## config.mk

```make
export PLATFORM = sky130hd
export DESIGN_NAME = mult_iter_flat
export DESIGN_NICKNAME = d
export VERILOG_FILES = /design/src/rtl/mult_iter_pkg.sv /design/src/rtl/mult_iter_if.sv /design/src/rtl/mult_iter_step.sv /design/src/rtl/mult_iter.sv /design/src/flat_wrapper.sv
export SDC_FILE = /design/constraint.sdc
export NUM_CORES = 1
export LEC_CHECK = 0
export BUFFER_PORTS_ARGS = -buffer_cell sky130_fd_sc_hd__buf_4
export CELL_PAD_IN_SITES_DETAIL_PLACEMENT = 1
export CELL_PAD_IN_SITES_GLOBAL_PLACEMENT = 1
export CORE_ASPECT_RATIO = 1.75
export CORE_MARGIN = 3
export CORE_UTILIZATION = 45
export DETAILED_ROUTE_END_ITERATION = 8
export GPL_TIMING_DRIVEN = 0
export HOLD_SLACK_MARGIN = 0.12
export PLACE_DENSITY = 0.89
export SLEW_MARGIN = 15
export SYNTH_ARGS = -nofsm -noshare
export SYNTH_HDL_FRONTEND = slang
export SYNTH_SLANG_ARGS = --single-unit
```

## constraint.sdc

```tcl
create_clock -name Clk -period 6.45 [get_ports Clk]
set_input_delay 1.935 -clock Clk [delete_from_list [all_inputs] [get_ports Clk]]
set_output_delay 1.935 -clock Clk [all_outputs]
set_load 0.005 [all_outputs]
```

## src/rtl/mult_iter_pkg.sv

```systemverilog
// Shared types and elaboration helpers for the iterative multiplier.
// Pure declarations: no latency or flow-control behaviour of its own.
package mult_pkg;

    typedef enum logic [1:0] {
        IDLE = 2'd0,
        RUN  = 2'd1,
        SIGN = 2'd2,
        DONE = 2'd3
    } state_t;

    // Cycles from the start-sampling edge to the cycle in which done is high.
    function automatic int MULT_LAT(input int w, input int r);
        return w / r + 2;
    endfunction

    function automatic bit r_allowed(input int r);
        return (r == 1) || (r == 2) || (r == 4);
    endfunction

endpackage

```

## src/rtl/mult_iter_if.sv

```systemverilog
// Request/result bundle between the execute stage and the multiplier.
// Start is only honoured while busy is low; done is a one-cycle strobe.
interface mult_iter_if #(
    parameter int W = 32
);
    logic           start;
    logic           Is_signed;
    logic           cancel;
    logic [W-1:0]   a;
    logic [W-1:0]   b;
    logic           busy;
    logic           done;
    logic [2*W-1:0] s;

    modport master (
        output start, Is_signed, cancel, a, b,
        input  busy, done, s
    );

    modport slave (
        input  start, Is_signed, cancel, a, b,
        output busy, done, s
    );
endinterface

```

## src/rtl/mult_iter_step.sv

```systemverilog
// Combinational R-bit partial product, shifted into place and added to the accumulator.
// Zero latency; no flow control, the caller decides when to register the sum.
module mult_step #(
    parameter int W  = 32,
    parameter int R  = 1,
    parameter int CW = 5
) (
    input  logic [2*W-1:0] acc,
    input  logic [W-1:0]   mcand,
    input  logic [R-1:0]   mplier_lo,
    input  logic [CW-1:0]  cnt,
    output logic [2*W-1:0] acc_nxt
);
    localparam int SW = $clog2(2 * W);

    logic [SW-1:0]  shamt;
    logic [2*W-1:0] pp;

    assign shamt = SW'(cnt) * SW'(R);

    always_comb begin
        pp = '0;
        for (int j = 0; j < R; j++) begin
            if (mplier_lo[j]) begin
                pp = pp + ({{W{1'b0}}, mcand} << j);
            end
        end
        acc_nxt = acc + (pp << shamt);
    end

endmodule

```

## src/rtl/mult_iter.sv

```systemverilog
// Iterative signed/unsigned multiplier retiring R multiplier bits per cycle.
// Latency W/R+2 from accepted start to done; start is ignored while busy, cancel flushes to idle.
module mult_iter
    import mult_pkg::*;
#(
    parameter int W = 32,
    parameter int R = 1
) (
    input  logic       Clk,
    input  logic       Reset,
    mult_iter_if.slave bus
);
    localparam int             CW   = $clog2(W / R);
    localparam logic [CW-1:0]  LAST = CW'(W / R - 1);

    if (!r_allowed(R) || (W % R) != 0 || (W % 2) != 0 || W < 8) begin : g_bad_param
        $error("mult_iter: unsupported W/R combination");
    end

    state_t         state;
    logic [W-1:0]   mcand;
    logic [W-1:0]   mplier;
    logic           neg;
    logic [CW-1:0]  cnt;
    logic [2*W-1:0] acc;
    logic [2*W-1:0] acc_nxt;
    logic [2*W-1:0] s_q;

    // Two's-complement magnitude; -2^(W-1) maps onto itself, which is correct as unsigned.
    function automatic logic [W-1:0] mag(input logic [W-1:0] x, input logic sg);
        return (sg && x[W-1]) ? (~x + 1'b1) : x;
    endfunction

    mult_step #(
        .W  (W),
        .R  (R),
        .CW (CW)
    ) u_step (
        .acc       (acc),
        .mcand     (mcand),
        .mplier_lo (mplier[R-1:0]),
        .cnt       (cnt),
        .acc_nxt   (acc_nxt)
    );

    always_ff @(posedge Clk) begin
        if (Reset) begin
            state  <= IDLE;
            cnt    <= '0;
            acc    <= '0;
            mcand  <= '0;
            mplier <= '0;
            neg    <= 1'b0;
            s_q    <= '0;
        end else if (bus.cancel) begin
            state <= IDLE;
        end else begin
            case (state)
                IDLE, DONE: begin
                    if (bus.start) begin
                        mcand  <= mag(bus.a, bus.Is_signed);
                        mplier <= mag(bus.b, bus.Is_signed);
                        neg    <= bus.Is_signed & (bus.a[W-1] ^ bus.b[W-1]);
                        acc    <= '0;
                        cnt    <= '0;
                        state  <= RUN;
                    end else begin
                        state <= IDLE;
                    end
                end
                RUN: begin
                    acc    <= acc_nxt;
                    mplier <= mplier >> R;
                    cnt    <= cnt + 1'b1;
                    if (cnt == LAST) begin
                        state <= SIGN;
                    end
                end
                SIGN: begin
                    acc   <= neg ? (~acc + 1'b1) : acc;
                    s_q   <= neg ? (~acc + 1'b1) : acc;
                    state <= DONE;
                end
                default: state <= IDLE;
            endcase
        end
    end

    assign bus.busy = (state == RUN) || (state == SIGN);
    assign bus.done = (state == DONE);
    assign bus.s    = s_q;

endmodule

```

## src/flat_wrapper.sv

```systemverilog
// flat-port wrapper written by rule: the top's interface ports become plain ports
module mult_iter_flat import mult_pkg::*;
#(
    parameter int W = 32,
    parameter int R = 1
)
  (Clk, Reset, bus_start, bus_Is_signed, bus_cancel, bus_a, bus_b, bus_busy, bus_done, bus_s);
  mult_iter_if #(.W(W)) bus_i ();
  input  logic Clk;
  input  logic Reset;
  input wire logic [$bits(bus_i.start)-1:0] bus_start;
  input wire logic [$bits(bus_i.Is_signed)-1:0] bus_Is_signed;
  input wire logic [$bits(bus_i.cancel)-1:0] bus_cancel;
  input wire logic [$bits(bus_i.a)-1:0] bus_a;
  input wire logic [$bits(bus_i.b)-1:0] bus_b;
  output wire logic [$bits(bus_i.busy)-1:0] bus_busy;
  output wire logic [$bits(bus_i.done)-1:0] bus_done;
  output wire logic [$bits(bus_i.s)-1:0] bus_s;
  assign bus_i.start = bus_start;
  assign bus_i.Is_signed = bus_Is_signed;
  assign bus_i.cancel = bus_cancel;
  assign bus_i.a = bus_a;
  assign bus_i.b = bus_b;
  assign bus_busy = bus_i.busy;
  assign bus_done = bus_i.done;
  assign bus_s = bus_i.s;
  mult_iter #(.W(W), .R(R)) u_core (.Clk(Clk), .Reset(Reset), .bus(bus_i));
endmodule
```

Word level (Yosys, flattened, before mapping)
Index checks and enable logic that the tools add are counted.
{"block": "word_totals", "elab_cells": 49, "reg_bits": 200, "out_inout_bits": 66, "in_bits": 69}
{"block": "op_classes", "shift": 1, "bitwise": 6, "add_sub_neg": 5, "n_eq_ne": 6, "mux": 13, "reduce_logical": 11}
{"cell": "$pmux W64 S3", "n": 1}
{"cell": "$mux W32", "n": 4}
{"cell": "$mux W64", "n": 2}
{"cell": "$add A32 B1 Y32 const B", "n": 2}
{"cell": "$add A64 B1 Y64 const B", "n": 1}
{"cell": "$add A64 B64 Y64", "n": 1}
{"cell": "$not A32 Y32", "n": 2}
{"cell": "$not A64 Y64", "n": 1}
{"cell": "$pmux W32 S2", "n": 1}
{"cell": "$shl A32 B5 Y64", "n": 1}
{"cell": "$pmux W5 S2", "n": 1}
{"cell": "$pmux W2 S3", "n": 1}
{"cell": "$reduce_and A3 Y1", "n": 2}
{"cell": "$add A5 B1 Y5 const B", "n": 1}
{"cell": "$eq A5 B5 Y1 const B", "n": 1}
{"cell": "$mux W5", "n": 1}
{"cell": "$eq A2 B2 Y1 const B", "n": 2}
{"cell": "$reduce_and A2 Y1", "n": 2}
{"cell": "$reduce_or A2 Y1", "n": 2}
{"cell": "$eq A2 B1 Y1 const B", "n": 1}
{"cell": "$logic_and A1 B1 Y1", "n": 2}
{"cell": "$logic_not A2 Y1", "n": 1}
{"cell": "$mux W2", "n": 1}
{"cell": "$ne A2 B1 Y1 const B", "n": 1}
{"cell": "7 further kinds", "n": 7}

Depth between registers and ports, before layout
Gate-level depths: netlist of run 1.
{"block": "logic_depth", "depth_word": 5, "depth_mapped": 24, "depth_no_buf": 21}

Cells and area by module
Synthesis of run 1 repeated with hierarchy kept, for this count alone.
{"block": "hier_totals", "cells_unflattened": 2304, "area_unflattened_um2": 16801.1}
{"mod": "mult_iter", "cells_each": 1421, "n_inst": 1, "area_each_um2": 11212.0}
{"mod": "mult_step", "cells_each": 883, "n_inst": 1, "area_each_um2": 5589.1}

Worst setup path before layout of run 1
OpenSTA, ideal clock, no wires.
{"block": "synth_path", "path_kind": "register -> register", "start": "register u_core.cnt[0]", "end": "register u_core.acc[52]", "slack_ns": 1.396, "stages_incl_launch_ff": 23, "t_arrival_ns": 4.984, "period_less_slack_ns": 5.054, "setup_time_ns": 0.070, "path_buffers": 4, "required_ns": 6.380, "cell_sequence": "dfxtp_1 clkbuf_1 buf_1 clkbuf_1 mux2i_1 nand2_1 a41oi_1 nand2_1 o21ai_0 nor2_1 ha_1 clkbuf_1 nand4_1 nor2_1 nand3_1 a211o_1 nand2_1 a21bo_2 o21ai_0 o41ai_1 xnor2_1 or3_1 a21oi_1"}
{"block": "synth_between", "elab_chain_cells": 3}
{"item": "start: declaration", "line": "mult_iter.sv:24", "source": "logic [CW-1:0] cnt;"}
{"item": "start signal: assignment", "line": "mult_iter.sv:74", "source": "cnt <= cnt + 1'b1;"}
{"item": "$shl A32 B5 Y64", "line": "mult_iter_step.sv:28", "source": "acc_nxt = acc + (pp << shamt);"}
{"item": "$add A64 B64 Y64", "line": "mult_iter_step.sv:28"}
{"item": "$pmux W64 S3", "line": "mult_iter.sv:58", "source": "case (state)"}
{"item": "end signal: assignment", "line": "mult_iter.sv:72", "source": "acc <= acc_nxt;"}
{"item": "end signal: assignment", "line": "mult_iter.sv:80", "source": "acc <= neg ? (~acc + 1'b1) : acc;"}
{"item": "end: declaration", "line": "mult_iter.sv:25", "source": "logic [2*W-1:0] acc;"}
Every way passes these cells.
A chain may end at the register's enable or synchronous reset.

Worst setup path after layout of run 1
Ends and elaborated chain as after synthesis.

==> impl_metrics.env, run 1 <==
export IMPL_synth_main_ff_cell="dfxtp_1"
export IMPL_slew_violations=0
export IMPL_grt_use_total=0.381
export IMPL_rows=91
export IMPL_htreeDepth=4
export IMPL_cts_tree="built"
export IMPL_fin_skew_ns=0.0169
export IMPL_hold_path_class="flip-flop to flip-flop"
export IMPL_hpwlAfterDp_mm=60.0
export IMPL_status="complete, no violations"
export IMPL_r2r_start="u_core.cnt[0]"
export IMPL_finalHoldViolations=0
export IMPL_grt_pass1_vias=19151
export IMPL_synth_edf_count=0
export IMPL_synthArstFlopShare=0
export IMPL_path_clk_slew_ns=0.09
export IMPL_worstPathRequired_ns=6.84
export IMPL_grt_ovfl_total=0
export IMPL_avgSynthCellArea_um2=7.32
export IMPL_cp_cell_sequence="clkbuf_2, clkbuf_4, clkbuf_2, o21ai_0, nand2_1, o21ai_0, mux2i_1, mux2i_1, ha_1, clkbuf_1, nand4_1, nor3_1, inv_1, nor3_1, a21bo_2, o21ai_0, o41ai_2, buf_4, xnor2_1, or3_1, a21oi_1"
export IMPL_die_x_um=149
export IMPL_crit_fanout=10
export IMPL_pwr_share_seq=0.451
export IMPL_fmax_mhz=160
export IMPL_critical_path_startpoint="u_core.cnt[0]"
export IMPL_area_delta_synth_final_pct=14.0
export IMPL_dr_pass1_iters=5
export IMPL_yosysWarnings=0
export IMPL_holdBufCountCts=0
export IMPL_synthesis_area_um2=16200
export IMPL_clock_path_buffers=2
export IMPL_stdcell_area_um2=18500
export IMPL_ys_types=76
export IMPL_coreArea_um2=35400
export IMPL_synthCells=2211
export IMPL_grt_max_degree=21
export IMPL_endpoint_kind="flip-flop"
export IMPL_synth_seq_cells=200
export IMPL_yosysSeqAreaShare=0.247
export IMPL_maxCapViolCount=0
export IMPL_globalplace_congestion=1.03
export IMPL_nNetsFinal=2514
export IMPL_routedWlPerCell_um=26.1
export IMPL_cts_made_buffers=17
export IMPL_slowest_delay_ns=0.66
export IMPL_setup_viol=0
export IMPL_dieArea_um2=38400
export IMPL_internal_power_mw=1.96
export IMPL_dpl_cell_count=2813
export IMPL_fill_cells=4622
export IMPL_combPwrFrac=0.157
export IMPL_die_h_um=257
export IMPL_clkLatencyLatePin_ns=0.48
export IMPL_placement_io_buffers=134
export IMPL_drtIter0Drc=969
export IMPL_p_leak_nw=6.98
export IMPL_vdd_drop_max_v=0.000150
export IMPL_crit_type="flip-flop to flip-flop"
export IMPL_diodes=0
export IMPL_p_per_area_nw_per_um2=157
export IMPL_critPathSlowestCell="o21ai_0"
export IMPL_r2r_setup_slack_ns=0.21
export IMPL_worstMarginPinSlew_ns=1.21
export IMPL_clock_sink_count=200
export IMPL_multi_input_area_um2=11500
export IMPL_relSlewSlack=0.196
export IMPL_switching_share=0.324
export IMPL_seqCellArea_um2=4000
export IMPL_io_pins=135
export IMPL_final_antenna_net_count=0
export IMPL_final_cells=2846
export IMPL_crit_arrival_ns=6.63
export IMPL_start_util=0.457
export IMPL_pwr_share_clk=0.392
export IMPL_grt_pass1_wl_mm=112
export IMPL_place_area_um2=17800
export IMPL_switchingPower_mw=0.940
export IMPL_root_buffer="clkbuf_16"
export IMPL_routed_wl_mm=74.3
export IMPL_period_share=0.967
export IMPL_timing_final_crit_period_ns=6.24
export IMPL_grt_antenna_before_repair=0
export IMPL_viasPerCell=6.41
export IMPL_drive_above_1_share=0.0970
export IMPL_start_kind="flip-flop"
export IMPL_drc_errors=0
export IMPL_critPathMostFrequentCell="o21ai_0"
export IMPL_num_vias=18240
export IMPL_hold_start="u_core.mplier[4]"
export IMPL_syn_nets=2357
[Yosys cell counts, types with 18 or more instances]
library cell / instances / share of area
nand3_1: 59 / 0.018
or4_1: 18 / 0.0084
mux2i_1: 63 / 0.039
a22oi_1: 27 / 0.013
o41ai_1: 18 / 0.0097
o21ai_0: 163 / 0.050
a21o_1: 40 / 0.019
o22ai_1: 34 / 0.013
nand4_1: 25 / 0.0097
a21oi_1: 168 / 0.052
a211oi_1: 79 / 0.037
xnor2_1: 87 / 0.047
o31ai_1: 28 / 0.013
clkbuf_1: 151 / 0.035
nand2_1: 304 / 0.071
nor2_1: 258 / 0.060
xor2_1: 87 / 0.047
nor3_1: 47 / 0.015
dfxtp_1: 200 / 0.25
ha_1: 76 / 0.059
inv_1: 33 / 0.0077
[cells by family (layout without fill, tap and decap cells)]
group	count (synthesis)	count (layout)	share of synthesized area
compound gates	671	671	0.265
xor+xnor	174	174	0.0942
fa+ha+maj	77	77	0.0600
buf+inv	196	366	0.0460
flops	200	200	0.247
mux	86	86	0.0668
simple gates	807	807	0.221
[worst paths after layout]
path | to | cells after the start
min reg2reg | u_core.mplier[4] | 2
max | u_core.acc[52] | 21
max reg2reg | u_core.acc[52] | 21
min | u_core.mplier[4] | 2
[final cells by class]
class | instances | area share
clock inverter | 14 | 0.00834
multi-input combinational | 1815 | 0.622
inverter | 34 | 0.00692
clock buffer | 18 | 0.0238
buffer | 162 | 0.0341
tap | 465 | 0.0315
sequential | 200 | 0.217
timing repair buffer | 138 | 0.0562
[timing repair]
item	4_1_cts	5_1_grt
pin swaps	0	1
setup buffers	0	1
setup endpoints to repair	19	14
gates resized for setup	4	13
[placed cells by master, fill, tap and decap left out, types with 12 or more instances in the layout]
cell,count
nand2_1,304
nor2_1,258
dfxtp_1,200
a21oi_1,167
o21ai_0,163
clkbuf_1,144
buf_4,136
xor2_1,87
xnor2_1,87
a211oi_1,79
ha_1,76
mux2i_1,63
nand3_1,59
nor3_1,45
a21o_1,40
o22ai_1,34
inv_1,33
a22oi_1,27
o31ai_1,26
nand4_1,25
or4_1,18
mux4_2,17
nand2b_1,17
o41ai_1,17
clkbuf_16,17
or3_1,16
a31oi_1,14
o211ai_1,12
nor2b_1,12
o21bai_1,12
[stage by stage]
stage / setup TNS, ns / worst slack, ns / hold WS (ns) / total power [mW] / utilization
2_1_floorplan: 0 / 1.40 / 0.432 / 1.58 / -
3_5_place_dp: -4.80 / -0.757 / 0.447 / 1.78 / 0.503
3_3_place_gp: -5.16 / -0.660 / 0.439 / 1.76 / 0.502
5_1_grt: -0.0309 / -0.0309 / 0.477 / 2.99 / 0.521
6_report: 0 / 0.215 / 0.461 / 2.90 / 0.521
4_1_cts: 0 / 0.0180 / 0.460 / 2.89 / 0.520
[power by group through the flow]
stage	clock (mW)	combinational (mW)	sequential [mW]
2_1_floorplan	0	0.252	1.32
4_1_cts	1.14	0.449	1.31
3_3_place_gp	0	0.430	1.33
5_1_grt	1.19	0.490	1.31
6_report	1.14	0.456	1.31
3_5_place_dp	0	0.447	1.33
[critical path, delay by kind of cell, from the launching register on]
kind / cells / cell delay (ns)
AOI/OAI and AO/OA: 6 / 2.10
xor gates and xnor gates: 1 / 0.10
adders and majority gates: 1 / 0.20
buffers and inverters: 6 / 1.36
DFF: 1 / 0.33
muxes: 2 / 0.79
and+or+nand+nor: 5 / 1.26
[flip-flops by register name, summed over array words and instances (netlist names)]
signal / flops
u_core.acc: 64
u_core.bus.s: 64
u_core.mcand: 32
u_core.mplier: 32
u_core.cnt: 5
u_core.state: 2
u_core.neg: 1
[metal layers]
layer	share of wire	track usage	wire (um)
met1	0.34	0.375	25300
met2	0.50	0.677	37500
met3	0.050	0.0643	3740
met4	0.11	0.325	7830
met5	0	0	0
Note: power is estimated with default switching activity, not from simulation.
==> inputs of run 2 (changes only) <==
Settings changed: CORE_UTILIZATION 45 to 46, CTS_BUF_LIST set to sky130_fd_sc_hd__clkbuf_4, PLACE_DENSITY 0.89 to 0.91.
==> run 2 against run 1 <==
Hold slack better by 0.0093 ns. Global-route usage fell by 0.67 points. Count of clock-buffer cells in the layout is 1 lower. Combinational power is 2% lower. Sequential share of layout area up 0.42 points. Clock skew grew 0.016 ns. Core utilization rose by 0.24 points. Wire length decreased by 3.2%. Critical path type unchanged. Largest cell class unchanged.
==> impl_metrics.env, run 2 (synthesized netlist as in run 1, its figures left out) <==
export IMPL_setup_viol=0
export IMPL_rows=90
export IMPL_hold_slack_ns=0.470
export IMPL_nNetsFinal=2510
export IMPL_final_util=0.523
export IMPL_fill_cells=4558
export IMPL_path_clk_slew_ns=0.18
export IMPL_grt_max_degree=19
export IMPL_cts_made_buffers=17
export IMPL_worstPathRequired_ns=7.08
export IMPL_grt_pass1_wl_mm=109
export IMPL_clkLatencyLatePin_ns=0.71
export IMPL_rsz0062_at_grt="false"
export IMPL_finalHoldViolations=0
export IMPL_die_x_um=148
export IMPL_cts_tree="built"
export IMPL_dieArea_um2=37600
export IMPL_timing_final_crit_period_ns=6.16
export IMPL_holdBufCountCts=0
export IMPL_grt_antenna_before_repair=2
export IMPL_hold_start="u_core.mplier[18]"
export IMPL_seqCellArea_um2=4000
export IMPL_fin_skew_ns=0.0332
export IMPL_drive_above_1_share=0.0934
export IMPL_start_util=0.468
export IMPL_crit_fanout=10
export IMPL_grt_pass1_vias=18806
export IMPL_io_pins=135
export IMPL_routedWlPerCell_um=25.3
export IMPL_crit_type="flip-flop to flip-flop"
export IMPL_slew_violations=0
export IMPL_grt_ovfl_total=0
export IMPL_die_h_um=254
export IMPL_final_antenna_net_count=0
export IMPL_critical_path_startpoint="u_core.cnt[0]"
export IMPL_dr_pass1_iters=5
export IMPL_globalplace_congestion=0.999
export IMPL_drc_errors=0
export IMPL_viasPerCell=6.33
export IMPL_htreeDepth=4
export IMPL_routed_wl_mm=71.9
export IMPL_multi_input_area_um2=11500
export IMPL_hpwlAfterDp_mm=58.2
export IMPL_crit_arrival_ns=6.78
export IMPL_root_buffer="clkbuf_4"
export IMPL_p_per_area_nw_per_um2=137
export IMPL_maxCapViolCount=0
export IMPL_area_delta_synth_final_pct=11.8
export IMPL_final_common_cell="nand2_1"
export IMPL_relSlewSlack=0.202
export IMPL_p_leak_nw=6.80
export IMPL_clock_sink_count=200
export IMPL_r2r_start="u_core.cnt[0]"
export IMPL_clock_path_buffers=2
export IMPL_hold_path_class="flip-flop to flip-flop"
export IMPL_placement_io_buffers=134
export IMPL_final_cell_mix="nand2_1, nor2_1, dfxtp_1"
export IMPL_drtIter0Drc=1251
export IMPL_worstMarginPinSlew_ns=1.20
export IMPL_period_share=0.954
export IMPL_grt_use_total=0.374
export IMPL_finalSetupTns_ns=0
export IMPL_num_vias=17969
export IMPL_vdd_drop_max_v=0.000104
export IMPL_start_kind="flip-flop"
export IMPL_fmax_mhz=162
export IMPL_endpoint_kind="flip-flop"
export IMPL_coreArea_um2=34600
export IMPL_status="complete, no violations"
[run 2: changes by cell type in the layout (fill, tap and decap cells not counted), moves of 2 or more]
cell,delta
buf_4,-2
clkbuf_2,-2
o31ai_4,+2
clkinv_8,-4
diode_2,+3
o31ai_2,-2
clkbuf_4,+17
inv_6,+3
clkbuf_1,+2
clkinv_1,+2
inv_8,-2
clkbuf_16,-17
[run 2: critical path, cell delays in order, from the launching register on]
cell	delay (ns)
dfxtp_1	0.36
clkbuf_2	0.28
clkbuf_4	0.32
clkbuf_2	0.24
o211ai_1	0.66
nor2_1	0.09
a31oi_1	0.44
nand2_1	0.10
o21ai_0	0.15
mux2i_1	0.14
ha_1	0.30
clkbuf_1	0.30
nand4_1	0.19
nor3_1	0.44
inv_1	0.16
nor3_1	0.21
a21bo_2	0.24
o21ai_0	0.22
o41ai_2	0.55
xnor2_1	0.18
or3_1	0.37
a21oi_1	0.14
[run 2: final timing paths]
path	endpoint	slack, ns	depth (start not counted)
hold / removal	u_core.mplier[18]	0.47	2
setup reg to reg	u_core.acc[52]	0.29	21
hold reg to reg	u_core.mplier[18]	0.47	2
setup / recovery	u_core.acc[52]	0.29	21
[run 2: per-stage QoR]
step | std cells | setup WS, ns | cell area [um2] | power [mW]
6_report | 2840 | 0.295 | 18100 | 2.47
2_1_floorplan | 2211 | 1.40 | 16200 | 1.58
3_3_place_gp | 2805 | -0.766 | 17800 | 1.76
5_1_grt | 2840 | 0.00986 | 18100 | 2.56
3_5_place_dp | 2805 | -0.919 | 17800 | 1.78
4_1_cts | 2837 | 0.00574 | 18100 | 2.47
[run 2: cell type report]
class,count,area share
Inverter,34,0.00705
Clock buffer,17,0.00705
Buffer,162,0.0346
Antenna cell,3,0.000415
Tap cell,460,0.0318
Multi-Input combinational cell,1815,0.635
Timing Repair Buffer,134,0.0556
Sequential cell,200,0.221
Clock inverter,15,0.00761
[run 2: metal layers]
| layer | GRT usage | share of wire | routed length [um] |
|---|---|---|---|
| met5 | 0 | 0 | 0 |
| met4 | 0.280 | 0.084 | 6010 |
| met3 | 0.0512 | 0.045 | 3220 |
| met2 | 0.685 | 0.52 | 37200 |
| met1 | 0.382 | 0.35 | 25500 |
[run 2: what timing repair did]
action                                  CTS  global route
endpoints found under the setup margin   22            18
buffers inserted                          0             0
resized for setup                         6            11
[run 2: power breakdown]
group          total (mW)  switching (mW)  internal (mW)
combinational       0.448           0.293          0.155
clock               0.713           0.514          0.199
sequential           1.31          0.0349           1.28
total                2.47           0.842           1.63
==> inputs of run 3 (changes only) <==
Settings changed: CTS_CLUSTER_SIZE set to 20, SYNTH_HIERARCHICAL set to 1.
==> run 3 against run 2 <==
Combinational power increased by 0.9%. Critical endpoint is now u_core/acc[63]. Largest cell class unchanged. Register-to-register slack worse by 0.14 ns. Flip-flop and latch count stayed put. Synthesized area grew 3.8%. Cell area increased by 4.0%. Global-route usage is 3.7 points higher. Die area up 3.7%.
==> impl_metrics.env, run 3 <==
export IMPL_status="complete, no violations"
export IMPL_vdd_drop_max_v=0.000126
export IMPL_hpwlAfterDp_mm=64.3
export IMPL_final_cell_mix="nor2_1, nand2_1, dfxtp_1"
export IMPL_routed_wl_mm=81.3
export IMPL_worstPathRequired_ns=7.05
export IMPL_nNetsFinal=2598
export IMPL_post_cts_buffers=0
export IMPL_ys_types=89
export IMPL_globalplace_congestion=1.13
export IMPL_path_clk_slew_ns=0.23
export IMPL_routedWlPerCell_um=27.6
export IMPL_synth_area_leader_cell="dfxtp_1"
export IMPL_synth_top_area_frac=0.238
export IMPL_yosysWarnings=6
export IMPL_p_leak_nw=7.48
export IMPL_fin_skew_ns=0.0610
export IMPL_slew_violations=0
export IMPL_clock_path_buffers=2
export IMPL_crit_arrival_ns=6.90
export IMPL_combPwrFrac=0.179
export IMPL_internal_power_mw=1.63
export IMPL_grt_pass1_wl_mm=122
export IMPL_cts_tree="built"
export IMPL_synth_main_ff_cell="dfxtp_1"
export IMPL_drc_errors=0
export IMPL_synth_area_top_cells="dfxtp_1, a21oi_1, nor2_1"
export IMPL_fill_cells=4717
export IMPL_start_kind="flip-flop"
export IMPL_final_antenna_net_count=0
export IMPL_worstMarginPinSlew_ns=1.25
export IMPL_synth_seq_cells=200
export IMPL_grt_ovfl_total=0
export IMPL_p_per_area_nw_per_um2=134
export IMPL_viasPerCell=6.73
export IMPL_crit_type="flip-flop to flip-flop"
export IMPL_timing_final_crit_period_ns=6.30
export IMPL_htreeDepth=4
export IMPL_grt_pass1_vias=20785
export IMPL_area_delta_synth_final_pct=12.0
export IMPL_maxCapViolCount=0
export IMPL_grt_antenna_before_repair=3
export IMPL_io_pins=135
export IMPL_num_vias=19810
export IMPL_rows=92
export IMPL_grt_max_degree=23
export IMPL_die_h_um=259
export IMPL_switchingPower_mw=0.896
export IMPL_synthesis_area_um2=16800
export IMPL_finalHoldViolations=0
export IMPL_synth_edf_count=0
export IMPL_period_share=0.976
export IMPL_final_common_cell="nor2_1"
export IMPL_relSlewSlack=0.157
export IMPL_setup_viol=0
export IMPL_dr_pass1_iters=6
export IMPL_avgSynthCellArea_um2=7.29
export IMPL_root_buffer="clkbuf_4"
export IMPL_pwr_share_clk=0.302
export IMPL_pwr_share_seq=0.519
export IMPL_rsz0062_at_grt="false"
export IMPL_synthTopCellsByCount="nor2_1, nand2_1, dfxtp_1"
export IMPL_final_cells=2945
export IMPL_cts_made_buffers=17
export IMPL_grt_use_total=0.411
export IMPL_clkLatencyLatePin_ns=0.71
export IMPL_start_util=0.466
export IMPL_placement_io_buffers=133
export IMPL_dpl_cell_count=2907
export IMPL_yosysSeqAreaShare=0.238
export IMPL_synthArstFlopShare=0
export IMPL_drtIter0Drc=1496
export IMPL_syn_nets=2445
export IMPL_drive_above_1_share=0.106
export IMPL_die_x_um=150
export IMPL_synth_most_common_cell="nor2_1"
export IMPL_fmax_mhz=159
export IMPL_switching_share=0.354
export IMPL_clock_sink_count=200
export IMPL_endpoint_kind="flip-flop"
export IMPL_coreArea_um2=36000
export IMPL_final_util=0.522
export IMPL_synthCells=2304
export IMPL_crit_fanout=10
export IMPL_dieArea_um2=38900
export IMPL_hold_path_class="flip-flop to flip-flop"
[run 3: changes by cell type after synthesis, moves of 12 or more]
cell / before / now
nor3_1: 47 / 76
a21oi_1: 168 / 186
or3_1: 16 / 45
a222oi_1: 3 / 15
mux4_2: 17 / 2
mux2_2: 6 / 21
a211oi_1: 79 / 54
nor2_1: 258 / 241
a31oi_1: 15 / 47
nand2_1: 304 / 237
[run 3: stage by stage]
| stage | power (mW) | area, um2 | setup WS [ns] | hold slack [ns] | setup TNS, ns |
|---|---|---|---|---|---|
| 6_report | 2.53 | 18800 | 0.152 | 0.476 | 0 |
| 5_1_grt | 2.61 | 18800 | 0.0218 | 0.499 | 0 |
| 4_1_cts | 2.52 | 18700 | 0.208 | 0.473 | 0 |
| 3_5_place_dp | 1.77 | 18400 | -0.461 | 0.449 | -3.50 |
| 3_3_place_gp | 1.75 | 18400 | -0.460 | 0.436 | -2.64 |
| 2_1_floorplan | 1.58 | 16800 | 1.55 | 0.431 | 0 |
[run 3: cell families after synthesis]
group	after synthesis	share of synthesized area
AO/OA/AOI/OAI	738	0.287
AND/OR/NAND/NOR	820	0.231
flip-flops	200	0.238
XOR/XNOR	169	0.0881
buffers and inverters	226	0.0518
multiplexers	79	0.0501
adder cells (fa/ha/maj)	72	0.0541
[run 3: final timing paths]
check                                   endpoint  depth (start not counted)  slack [ns]             start
worst min-delay path            u_core/mplier[6]                          2        0.48  u_core/mplier[6]
worst max-delay path              u_core/acc[63]                         19        0.15     u_core/cnt[0]
worst min register to register  u_core/mplier[6]                          2        0.48  u_core/mplier[6]
worst max register to register    u_core/acc[63]                         19        0.15     u_core/cnt[0]
[run 3: critical path: stages (launching register included)]
cell and delay (ns):
dfxtp_1 0.47, clkbuf_2 0.32, buf_2 0.37, mux2i_1 0.18, mux2_2 0.33, or2_2 0.33, nor2_1 0.46, ha_1 0.30
o211ai_1 0.18, o211ai_2 0.35, a41oi_4 0.22, nor2_1 0.16, a41oi_1 0.32, o31ai_1 0.52, o21ai_1 0.25, o21a_1 0.34
o31ai_4 0.41, xor2_1 0.12, a22o_1 0.25, o311a_1 0.32
[run 3: area by class of cell]
class                      instances  area [um2]  area share
sequential                       200        4000       0.213
clock buffer                      17         128     0.00678
tap                              470         588      0.0313
buffer                           186         724      0.0385
multi-input combinational       1878       12000       0.639
inverter                          40         150     0.00798
timing repair buffer             134        1000      0.0533
antenna                            5        12.5    0.000665
clock inverter                    15         186     0.00991
[run 3: layer usage]
metal | wire, um | track usage | vias up
met3 | 5210 | 0.0871 | 486
met1 | 25800 | 0.384 | 9511
li1 | - | - | 8784
met2 | 40100 | 0.704 | 1029
met5 | 0 | 0 | -
met4 | 10200 | 0.424 | 0
[run 3: repair_timing]
action,in CTS,in global routing
resized for setup,8,7
endpoints found under the setup margin,13,7
hold buffers,0,0
[run 3: power groups by stage]
stage                     Sequential, mW  Combinational (mW)  Clock [mW]
after CTS                           1.31               0.439       0.769
final                               1.31               0.452       0.763
after detailed placement            1.33               0.435           0
after floorplan                     1.33               0.250           0
after global placement              1.33               0.417           0
after global routing                1.32               0.485       0.810
